==> src/rtl/fmul_seq.sv <==
// rtl/fmul_seq.sv - sequential binary32 multiplier, shift-add mantissa datapath, FTZ
module fmul_seq (
  input  logic        clk,
  input  logic        rst,
  input  logic        in_valid,
  output logic        in_ready,
  input  logic [31:0] num1,
  input  logic [31:0] num2,
  input  logic [2:0]  rm,
  output logic        out_valid,
  input  logic        out_ready,
  output logic [31:0] out_num
);

  typedef enum logic [2:0] {
    S_IDLE  = 3'd0,
    S_MUL   = 3'd1,
    S_NORM  = 3'd2,
    S_ROUND = 3'd3,
    S_DONE  = 3'd4
  } state_t;

  state_t             r_state;
  state_t             w_next;
  logic               r_sign;
  logic               r_rtz;
  logic [23:0]        r_ma;
  logic [23:0]        r_mb;
  logic [47:0]        r_p;
  logic [4:0]         r_cnt;
  logic signed [9:0]  r_e;
  logic [23:0]        r_m;
  logic               r_g;
  logic               r_s;
  logic [31:0]        r_out;

  // Operand classification, evaluated on the raw inputs at accept
  logic w_a_zero, w_b_zero, w_a_inf, w_b_inf, w_a_nan, w_b_nan;
  logic w_nan_case, w_inf_case, w_zero_case, w_special;
  logic w_sign, w_accept;
  logic [31:0] w_special_val;
  logic signed [9:0] w_e_init;

  assign w_a_zero    = (num1[30:23] == 8'h00);
  assign w_b_zero    = (num2[30:23] == 8'h00);
  assign w_a_inf     = (num1[30:23] == 8'hFF) && (num1[22:0] == 23'd0);
  assign w_b_inf     = (num2[30:23] == 8'hFF) && (num2[22:0] == 23'd0);
  assign w_a_nan     = (num1[30:23] == 8'hFF) && (num1[22:0] != 23'd0);
  assign w_b_nan     = (num2[30:23] == 8'hFF) && (num2[22:0] != 23'd0);
  assign w_nan_case  = w_a_nan || w_b_nan || (w_a_inf && w_b_zero) || (w_b_inf && w_a_zero);
  assign w_inf_case  = w_a_inf || w_b_inf;
  assign w_zero_case = w_a_zero || w_b_zero;
  assign w_special   = w_nan_case || w_inf_case || w_zero_case;
  assign w_sign      = num1[31] ^ num2[31];
  assign w_accept    = in_valid && (r_state == S_IDLE);
  assign w_e_init    = $signed({2'b00, num1[30:23]} + {2'b00, num2[30:23]} - 10'd127);

  always_comb begin
    w_special_val = {w_sign, 31'd0};
    if (w_nan_case)      w_special_val = 32'h7FC0_0000;
    else if (w_inf_case) w_special_val = {w_sign, 8'hFF, 23'd0};
  end

  // Rounding and final packing, consumed on the edge leaving ROUND
  logic              w_inc;
  logic [24:0]       w_msum;
  logic [23:0]       w_m_fin;
  logic signed [9:0] w_e_fin;
  logic [31:0]       w_result;
  logic [47:0]       w_addend;

  assign w_addend = r_mb[0] ? ({24'd0, r_ma} << r_cnt) : 48'd0;
  assign w_inc    = !r_rtz && r_g && (r_s || r_m[0]);
  assign w_msum   = {1'b0, r_m} + {24'd0, w_inc};
  assign w_m_fin  = w_msum[24] ? 24'h80_0000 : w_msum[23:0];
  assign w_e_fin  = w_msum[24] ? (r_e + 10'sd1) : r_e;

  always_comb begin
    w_result = {r_sign, w_e_fin[7:0], w_m_fin[22:0]};
    if (w_e_fin >= 10'sd255)    w_result = {r_sign, 8'hFF, 23'd0};
    else if (w_e_fin <= 10'sd0) w_result = {r_sign, 31'd0};
  end

  always_ff @(posedge clk) begin
    if (rst) r_state <= S_IDLE;
    else     r_state <= w_next;
  end

  always_comb begin
    w_next = r_state;
    case (r_state)
      S_IDLE:  if (in_valid) w_next = w_special ? S_DONE : S_MUL;
      S_MUL:   if (r_cnt == 5'd23) w_next = S_NORM;
      S_NORM:  w_next = S_ROUND;
      S_ROUND: w_next = S_DONE;
      S_DONE:  if (out_ready) w_next = S_IDLE;
      default: w_next = S_IDLE;
    endcase
  end

  always_comb begin
    in_ready  = (r_state == S_IDLE);
    out_valid = (r_state == S_DONE);
    out_num   = r_out;
  end

  always_ff @(posedge clk) begin
    if (rst) begin
      r_sign <= 1'b0;
      r_rtz  <= 1'b0;
      r_ma   <= 24'd0;
      r_mb   <= 24'd0;
      r_p    <= 48'd0;
      r_cnt  <= 5'd0;
      r_e    <= 10'sd0;
      r_m    <= 24'd0;
      r_g    <= 1'b0;
      r_s    <= 1'b0;
      r_out  <= 32'd0;
    end else begin
      case (r_state)
        S_IDLE: begin
          if (w_accept) begin
            r_sign <= w_sign;
            r_rtz  <= (rm == 3'b001);
            r_ma   <= {1'b1, num1[22:0]};
            r_mb   <= {1'b1, num2[22:0]};
            r_p    <= 48'd0;
            r_cnt  <= 5'd0;
            r_e    <= w_e_init;
            if (w_special) r_out <= w_special_val;
          end
        end
        S_MUL: begin
          r_p   <= r_p + w_addend;
          r_mb  <= r_mb >> 1;
          r_cnt <= r_cnt + 5'd1;
        end
        S_NORM: begin
          if (r_p[47]) begin
            r_m <= r_p[47:24];
            r_g <= r_p[23];
            r_s <= |r_p[22:0];
            r_e <= r_e + 10'sd1;
          end else begin
            r_m <= r_p[46:23];
            r_g <= r_p[22];
            r_s <= |r_p[21:0];
          end
        end
        S_ROUND: r_out <= w_result;
        default: ;
      endcase
    end
  end

endmodule

==> config.mk <==
export PLATFORM = sky130hd
export DESIGN_NAME = fmul_seq
export DESIGN_NICKNAME = d
export VERILOG_FILES = /design/src/rtl/fmul_seq.sv
export SDC_FILE = /design/constraint.sdc
export NUM_CORES = 1
export LEC_CHECK = 0
export CAP_MARGIN = 30
export CORE_UTILIZATION = 30
export CTS_BUF_LIST = sky130_fd_sc_hd__clkbuf_16
export DETAILED_ROUTE_END_ITERATION = 8
export GPL_TIMING_DRIVEN = 0
export PLACE_DENSITY = 0.51
export SYNTH_ARGS = -nofsm -noshare
export SYNTH_HDL_FRONTEND = slang
export SYNTH_SLANG_ARGS = --single-unit
==> constraint.sdc <==
create_clock -name clk -period 5.35 [get_ports clk]
set_clock_uncertainty 0.05 [all_clocks]
set_input_delay 1.07 -clock clk [delete_from_list [all_inputs] [get_ports clk]]
set_output_delay 1.07 -clock clk [all_outputs]
set_load 0.01 [all_outputs]
==> run_results.csv, run 1 <==
group,metric,value,unit
run_status,status,"finished clean",
timing,tightestPinTransition,913,ps
finish,regArea,3480,um2
worst_setup_path,reg2reg_depth,20,
finish,drive_gt1_frac,0.0618,
clocking,htree_levels,4,
logic_synthesis,synth_top_area_share,0.281,
routing,routed_wl,41.4,mm
worst_setup_path,required,5630,ps
timing,setup_viol,0,
worst_setup_path,worstSetupPathType,"reg -> reg",
placement,portBuffers,103,
timing,hold_viol,0,
worst_setup_path,cp_cell_sequence,"clkbuf_2, buf_2, buf_2, mux4_2, mux2i_1, o22a_1, nor2_1, a21oi_1, nor2_1, ha_1, clkbuf_1, a21oi_1, o21ai_0, nand2b_1, a41oi_2, a21oi_2, o41ai_4, o21bai_1, a31o_1, a221o_1",
worst_setup_path,reg2reg_to,"r_p[41]$_SDFFE_PP0P_",
pwr,p_leak,5.14,nW
die,start_util,0.304,
logic_synthesis,postSynthAreaPerCell,7.54,um2
worst_setup_path,critPathCapture,"r_p[41]$_SDFFE_PP0P_",
worst_setup_path,slowest_delay,380,ps
pwr,total_power,5.23,mW
worst_setup_path,worstPathArrival,5310,ps
logic_synthesis,yosys_warnings,0,
global_routing,grt_first_pass_wirelength,67.0,mm
worst_setup_path,reg2reg_from,"r_cnt[1]$_SDFFE_PP0P_",
clocking,postCtsSetupBuffers,0,
logic_synthesis,synth_area,12400,um2
min_path,worstHoldPathCells,2,
clocking,root_buffer,"clkbuf_16",
logic_synthesis,synth_edf_count,0,
finish,multi_input_area,8350,um2
finish,fillers,4349,
worst_setup_path,worstSetupEndpointType,"register",
finish,area_delta_synth_final,19.0,%
timing,layout_setup_ws,327,ps
finish,layout.nets,1906,
clocking,cts_tree,"done",
die,die_area,42200,um2
timing,period_needed,5020,ps
die,num_rows,74,
global_routing,grt_pass1_vias,12091,
placement,place_congestion,0.916,
worst_setup_path,cp_max_fo,10,
worst_setup_path,critPathBufInv,4,
placement,hpwl,32.7,mm
clocking,hold_buffers,0,
die,core,40800,um2
worst_setup_path,critPathSlowestCell,"o41ai_4",
worst_setup_path,rrSetupSlack,330,ps
worst_setup_path,cp.depth,20,
routing,dr.pass1.iters,7,
logic_synthesis,yosys.area.top_type,"dfxtp_1",
finish,stdcell_count,2312,
timing,holdWs,403,ps
finish,num_antenna_cells,0,
logic_synthesis,yosysSeqAreaShare,0.281,
logic_synthesis,synth_cells,1645,
routing,num_vias,12343,
timing,rsz0062_at_grt,"no",
worst_setup_path,startpoint,"r_cnt[1]$_SDFFE_PP0P_",
min_path,hp-class,"reg -> reg",
die,fp.dieW,205,um
die,ios,105,
die,die-height,205,um
logic_synthesis,synth_area_leaders,"dfxtp_1 (28%), nand2_1 (7.8%), ha_1 (6.7%)",
timing,fin_crit_sh,0.939,
timing,relSlewSlack,0.391,
clocking,clk_pin_slew,80,ps
logic_synthesis,ys.flop_type,"dfxtp_1",
worst_setup_path,cp_top_family,"compound AO/OA/AOI/OAI gates",
clocking,cts.path.max_buffers,2,
logic_synthesis,ys_types,83,
global_routing,grt_start_max_net_pins,17,
logic_synthesis,syn-num-nets,1784,
global_routing,grt_overflow,0,
placement,dp_worst_setup_slack,-375,ps
routing,drt_iter0_drc,793,
logic_synthesis,synth.ff_latch_count,174,
placement,dpl.cell_count,2280,
flow_run,maxCapViolations,0,
routing,ant_nets,0,
routing,wire_per_inst,17.9,um
clocking,cts_inserted_buffers,17,
logic_synthesis,postSynth.asyncResetShare,0,
routing,route.detailed.drc,0,
global_routing,grtUsageTotal,0.202,
clocking,clkLatencyLatePin,460,ps
timing,fmax,199,MHz
global_routing,antenna_found_initial,0,
routing,viasPerCell,5.34,
pwr,p_per_area,354,nW/um2
timing,drv_slew,0,
clocking,cts_sinks,174,
timing,finalSetupTns,0,ps
pwr,ir_drop,185,uV
worst_setup_path,startpoint_type,"register",
-- how the worst min path moves through the flow --
stage / to / slack [ps] / startpoint
after detailed placement: out_num[18]$_SDFFE_PP0P_ / 390 / out_num[18]$_SDFFE_PP0P_
after floorplan: r_rtz$_SDFFE_PP0P_ / 380 / r_rtz$_SDFFE_PP0P_
final: out_num[18]$_SDFFE_PP0P_ / 400 / out_num[18]$_SDFFE_PP0P_
after global routing: out_num[3]$_SDFFE_PP0P_ / 420 / out_num[3]$_SDFFE_PP0P_
after global placement: out_num[16]$_SDFFE_PP0P_ / 390 / out_num[16]$_SDFFE_PP0P_
after CTS: out_num[18]$_SDFFE_PP0P_ / 410 / out_num[18]$_SDFFE_PP0P_
-- per-layer routing --
layer  vias to the layer above  routed length, um  global-route usage
li1                       6198                  -                   -
met3                        40               1370              0.0260
met2                       269              19500               0.339
met4                         0                698              0.0545
met1                      5836              19800               0.271
met5                         -                  0                   0
-- per-stage QoR --
step	area, um2	utilization
6_report	14800	0.361
5_1_grt	14800	0.361
4_1_cts	14700	0.360
3_5_place_dp	14100	0.345
3_3_place_gp	14100	0.345
2_1_floorplan	12400	-
-- cell families (layout without fill, tap and decap cells) --
family | count (synthesis) | in the layout | synth area share
and+or+nand+nor | 643 | 643 | 0.240
AOI/OAI and AO/OA | 455 | 455 | 0.237
DFF | 174 | 174 | 0.281
buffers and inverters | 158 | 293 | 0.0496
xor gates and xnor gates | 80 | 80 | 0.0565
adders and majority gates | 68 | 68 | 0.0698
muxes | 67 | 67 | 0.0665
-- sequential cells by signal (all words and copies together) (netlist names) --
signal,count
r_g,1
r_e,10
r_state,3
r_ma,24
r_s,1
r_p,48
r_mb,24
out_num,32
r_rtz,1
r_cnt,5
r_m,24
r_sign,1
-- layout make-up --
type / instances / area share
clock buffer: 17 / 0.0288
tap: 532 / 0.0451
timing repair buffer: 103 / 0.0699
clock inverter: 15 / 0.0115
sequential: 174 / 0.236
inverter: 34 / 0.00865
multi-input combinational: 1313 / 0.566
buffer: 124 / 0.0341
-- power by group --
| group | leakage [nW] | internal (mW) | switching (mW) |
|---|---|---|---|
| Sequential | 1.42 | 1.55 | 0.200 |
| Combinational | 3.44 | 0.744 | 1.41 |
| Clock | 0.283 | 0.733 | 0.587 |
| Total | 5.14 | 3.03 | 2.20 |
-- layout by cell type (no fill, tap or decap), types with 7 or more instances in the layout --
| cell | synthesis | layout |
|---|---|---|
| xor2_1 | 42 | 42 |
| buf_1 | 8 | 7 |
| nor2b_1 | 16 | 16 |
| o22ai_1 | 18 | 18 |
| a31oi_1 | 14 | 12 |
| nor4_1 | 23 | 23 |
| mux2i_1 | 43 | 43 |
| nor2_1 | 164 | 163 |
| a311oi_1 | 25 | 25 |
| a211oi_1 | 48 | 48 |
| o21ai_0 | 85 | 81 |
| nor3_1 | 41 | 39 |
| nand4_1 | 25 | 25 |
| a21oi_1 | 144 | 143 |
| a21o_1 | 22 | 22 |
| clkbuf_1 | 108 | 104 |
| inv_1 | 34 | 35 |
| nand3_1 | 53 | 53 |
| o21ai_2 | 20 | 20 |
| and3_1 | 12 | 12 |
| mux4_2 | 11 | 11 |
| mux2_2 | 13 | 13 |
| nand2_1 | 257 | 257 |
| xnor2_1 | 38 | 38 |
| buf_2 | 6 | 7 |
| ha_1 | 66 | 66 |
| o21a_1 | 8 | 8 |
| nor3b_1 | 7 | 7 |
| dfxtp_1 | 174 | 174 |
| and2_1 | 7 | 7 |
| o21bai_1 | 13 | 13 |
| clkdlybuf4s50_1 | 0 | 103 |
| clkbuf_16 | 0 | 17 |
-- worst register-to-register path: stages, from the launching register on --
cell	delay, ps
dfxtp_1	350
clkbuf_2	240
buf_2	280
buf_2	300
mux4_2	370
mux2i_1	250
o22a_1	280
nor2_1	60
a21oi_1	130
nor2_1	70
ha_1	280
clkbuf_1	180
a21oi_1	150
o21ai_0	160
nand2b_1	250
a41oi_2	310
a21oi_2	140
o41ai_4	390
o21bai_1	140
a31o_1	230
a221o_1	310
-- synth_stat cells, types with 11 or more instances --
cell,count
o21ai_2,20
mux4_2,11
and3_1,12
nor4_1,23
a211oi_1,48
nor2_1,164
ha_1,66
nand4_1,25
a311oi_1,25
dfxtp_1,174
nor3_1,41
xnor2_1,38
nand3_1,53
a21oi_1,144
o22ai_1,18
inv_1,34
xor2_1,42
clkbuf_1,108
mux2_2,13
o21ai_0,85
a21o_1,22
nand2_1,257
mux2i_1,43
nor2b_1,16
o21bai_1,13
a31oi_1,14
-- repair_timing --
item | CTS | global route
resized for setup | 5 | 19
pin swaps | 0 | 0
endpoints found under the setup margin | 4 | 12
hold endpoints to repair | 0 | 0
(Power assumes the default switching activity.)
==> run 2: changes to the inputs <==
--- a/config.mk
+++ b/config.mk
@@ -11,6 +11,7 @@
 export DETAILED_ROUTE_END_ITERATION = 8
 export GPL_TIMING_DRIVEN = 0
 export PLACE_DENSITY = 0.51
+export SETUP_SLACK_MARGIN = 0.3
 export SYNTH_ARGS = -nofsm -noshare
 export SYNTH_HDL_FRONTEND = slang
 export SYNTH_SLANG_ARGS = --single-unit
==> run 2 against run 1 <==
  * Final area increased by 0.38%
  * Via count increased by 0.28%
  * Sequential power about the same
  * Critical path type unchanged
  * Combinational power about the same
  * Wire length increased by 0.28%
  * Non-clock buffer count increased by 2
  * Clock power about the same
==> run_results.csv, run 2 (same netlist as run 1, synthesis figures left out) <==
group,metric,value,unit
global_routing,top_usage_layer,"met2",
worst_setup_path,critPathCapture,"r_p[41]$_SDFFE_PP0P_",
clocking,root_buffer,"clkbuf_16",
finish,regMostFlops,"r_p",
finish,area_delta_synth_final,19.4,%
timing,rsz0062_at_grt,"yes",
routing,route.detailed.drc,0,
finish,design_area,14800,um2
worst_setup_path,worstSetupEndpointType,"register",
clocking,clk_pin_slew,70,ps
worst_setup_path,slowest_delay,350,ps
worst_setup_path,reg2reg_to,"r_p[41]$_SDFFE_PP0P_",
global_routing,grtUsageMet2,0.340,
timing,fin_crit_sh,0.929,
global_routing,grt_first_pass_wirelength,67.0,mm
clocking,clkLatencyLatePin,460,ps
finish,stdcell_count,2314,
timing,hold_viol,0,
die,die_area,42200,um2
worst_setup_path,cp_top_family,"compound AO/OA/AOI/OAI gates",
global_routing,grtUsageTotal,0.202,
finish,num_antenna_cells,0,
worst_setup_path,worstSetupPathType,"reg -> reg",
timing,period_needed,4970,ps
finish,final_common_cell,"nand2_1",
worst_setup_path,cp_max_fo,10,
finish,largest_reg_flops,48,
global_routing,grt_start_max_net_pins,17,
timing,holdWs,403,ps
finish,finish.utilization,0.363,
pwr,p_leak,5.17,nW
pwr,ir_drop,185,uV
die,start_util,0.304,
routing,routed_wl,41.5,mm
global_routing,grt_pass1_vias,12097,
placement,place_congestion,0.916,
worst_setup_path,worstPathArrival,5250,ps
flow_run,maxCapViolations,0,
worst_setup_path,critPathBufInv,5,
global_routing,grt_overflow,0,
placement,portBuffers,103,
global_routing,antenna_found_initial,0,
placement,hpwl,32.7,mm
finish,drive_gt1_frac,0.0696,
clocking,cts_inserted_buffers,17,
routing,dr.pass1.iters,5,
run_status,status,"finished clean",
clocking,htree_levels,4,
global_routing,met1_usage,0.271,
timing,relSlewSlack,0.388,
worst_setup_path,startpoint_type,"register",
timing,layout_setup_ws,382,ps
die,ios,105,
placement,dpl.cell_count,2280,
die,num_rows,74,
worst_setup_path,critPathSlowestCell,"dfxtp_1",
timing,tightestPinTransition,919,ps
worst_setup_path,reg2reg_from,"r_cnt[1]$_SDFFE_PP0P_",
die,core,40800,um2
worst_setup_path,startpoint,"r_cnt[1]$_SDFFE_PP0P_",
routing,ant_nets,0,
finish,layout.nets,1908,
placement,dpl_cell_area,14100,um2
worst_setup_path,required,5630,ps
clocking,hold_buffers,0,
timing,drv_slew,0,
min_path,hp-class,"reg -> reg",
clocking,cts.path.max_buffers,2,
clocking,cts_tree,"done",
worst_setup_path,rrSetupSlack,380,ps
die,die-height,205,um
pwr,p_per_area,354,nW/um2
die,fp.dieW,205,um
global_routing,met3_usage,0.0260,
timing,fmax,201,MHz
routing,drt_iter0_drc,737,
worst_setup_path,reg2reg_depth,21,
timing,setup_viol,0,
worst_setup_path,cp.depth,21,
routing,wire_per_inst,17.9,um
routing,viasPerCell,5.35,
routing,num_vias,12378,
finish,final_cell_mix,"nand2_1 (257), dfxtp_1 (174), nor2_1 (163), a21oi_1 (143), clkdlybuf4s50_1 (103)",
placement,dp_worst_setup_slack,-375,ps
clocking,cts_sinks,174,
worst_setup_path,cp_cell_sequence,"buf_2, clkbuf_4, clkbuf_4, mux4_2, mux2i_1, o22a_1, nor2_1, a21oi_1, nor2_1, ha_1, clkbuf_1, a21oi_1, o21ai_1, nand2b_1, a41oi_2, a21oi_1, o41ai_2, buf_4, o21bai_1, a31o_1, a221o_1",
worst_setup_path,crit_top_cell,"a21oi_1",
==> run 2: changes by cell type in the layout (fill, tap and decap cells not counted), sizes merged <==
cell	before	now
clkbuf	124	127
buf	17	16
==> run 2: worst min-delay path by stage <==
stage	start	to	slack [ps]	cells after the start
2_1_floorplan	r_rtz$_SDFFE_PP0P_	r_rtz$_SDFFE_PP0P_	380	2
3_3_place_gp	out_num[16]$_SDFFE_PP0P_	out_num[16]$_SDFFE_PP0P_	390	2
3_5_place_dp	out_num[18]$_SDFFE_PP0P_	out_num[18]$_SDFFE_PP0P_	390	2
4_1_cts	out_num[18]$_SDFFE_PP0P_	out_num[18]$_SDFFE_PP0P_	410	2
5_1_grt	out_num[3]$_SDFFE_PP0P_	out_num[3]$_SDFFE_PP0P_	420	2
6_report	out_num[18]$_SDFFE_PP0P_	out_num[18]$_SDFFE_PP0P_	400	2
==> run 2: what timing repair did <==
item	in CTS	in global routing
setup buffers	2	0
setup endpoints to repair	18	18
resized for setup	10	36
pin swaps	1	0
==> run 2: area by class of cell <==
| type | count | area [um2] |
|---|---|---|
| Multi-Input combinational cell | 1313 | 8380 |
| Tap cell | 532 | 666 |
| Timing Repair Buffer | 105 | 1050 |
| Inverter | 34 | 128 |
| Sequential cell | 174 | 3480 |
| Clock inverter | 15 | 170 |
| Clock buffer | 17 | 425 |
| Buffer | 124 | 518 |
| Fill cell | 4345 | 26000 |
==> run 2: power breakdown <==
group / total (mW) / switching (mW) / internal [mW]
logic: 2.17 / 1.42 / 0.752
clock network: 1.32 / 0.587 / 0.733
registers: 1.75 / 0.201 / 1.55
==> run 2: stage by stage <==
step / power (mW) / TNS, ps
6_report: 5.25 / 0
5_1_grt: 5.59 / 0
4_1_cts: 5.25 / 0
3_5_place_dp: 3.91 / -609
3_3_place_gp: 3.89 / -481
2_1_floorplan: 3.16 / 0
==> run 2: tightest hold or removal path: stages, from the launching register on <==
cell     delay (ps)
dfxtp_1         320
nand2_1          60
o21ai_2          40
==> run 2: per-layer routing <==
| layer | share of wire | vias up |
|---|---|---|
| li1 | - | 6207 |
| met1 | 0.48 | 5873 |
| met2 | 0.47 | 265 |
| met3 | 0.034 | 33 |
| met4 | 0.014 | 0 |
| met5 | 0 | - |
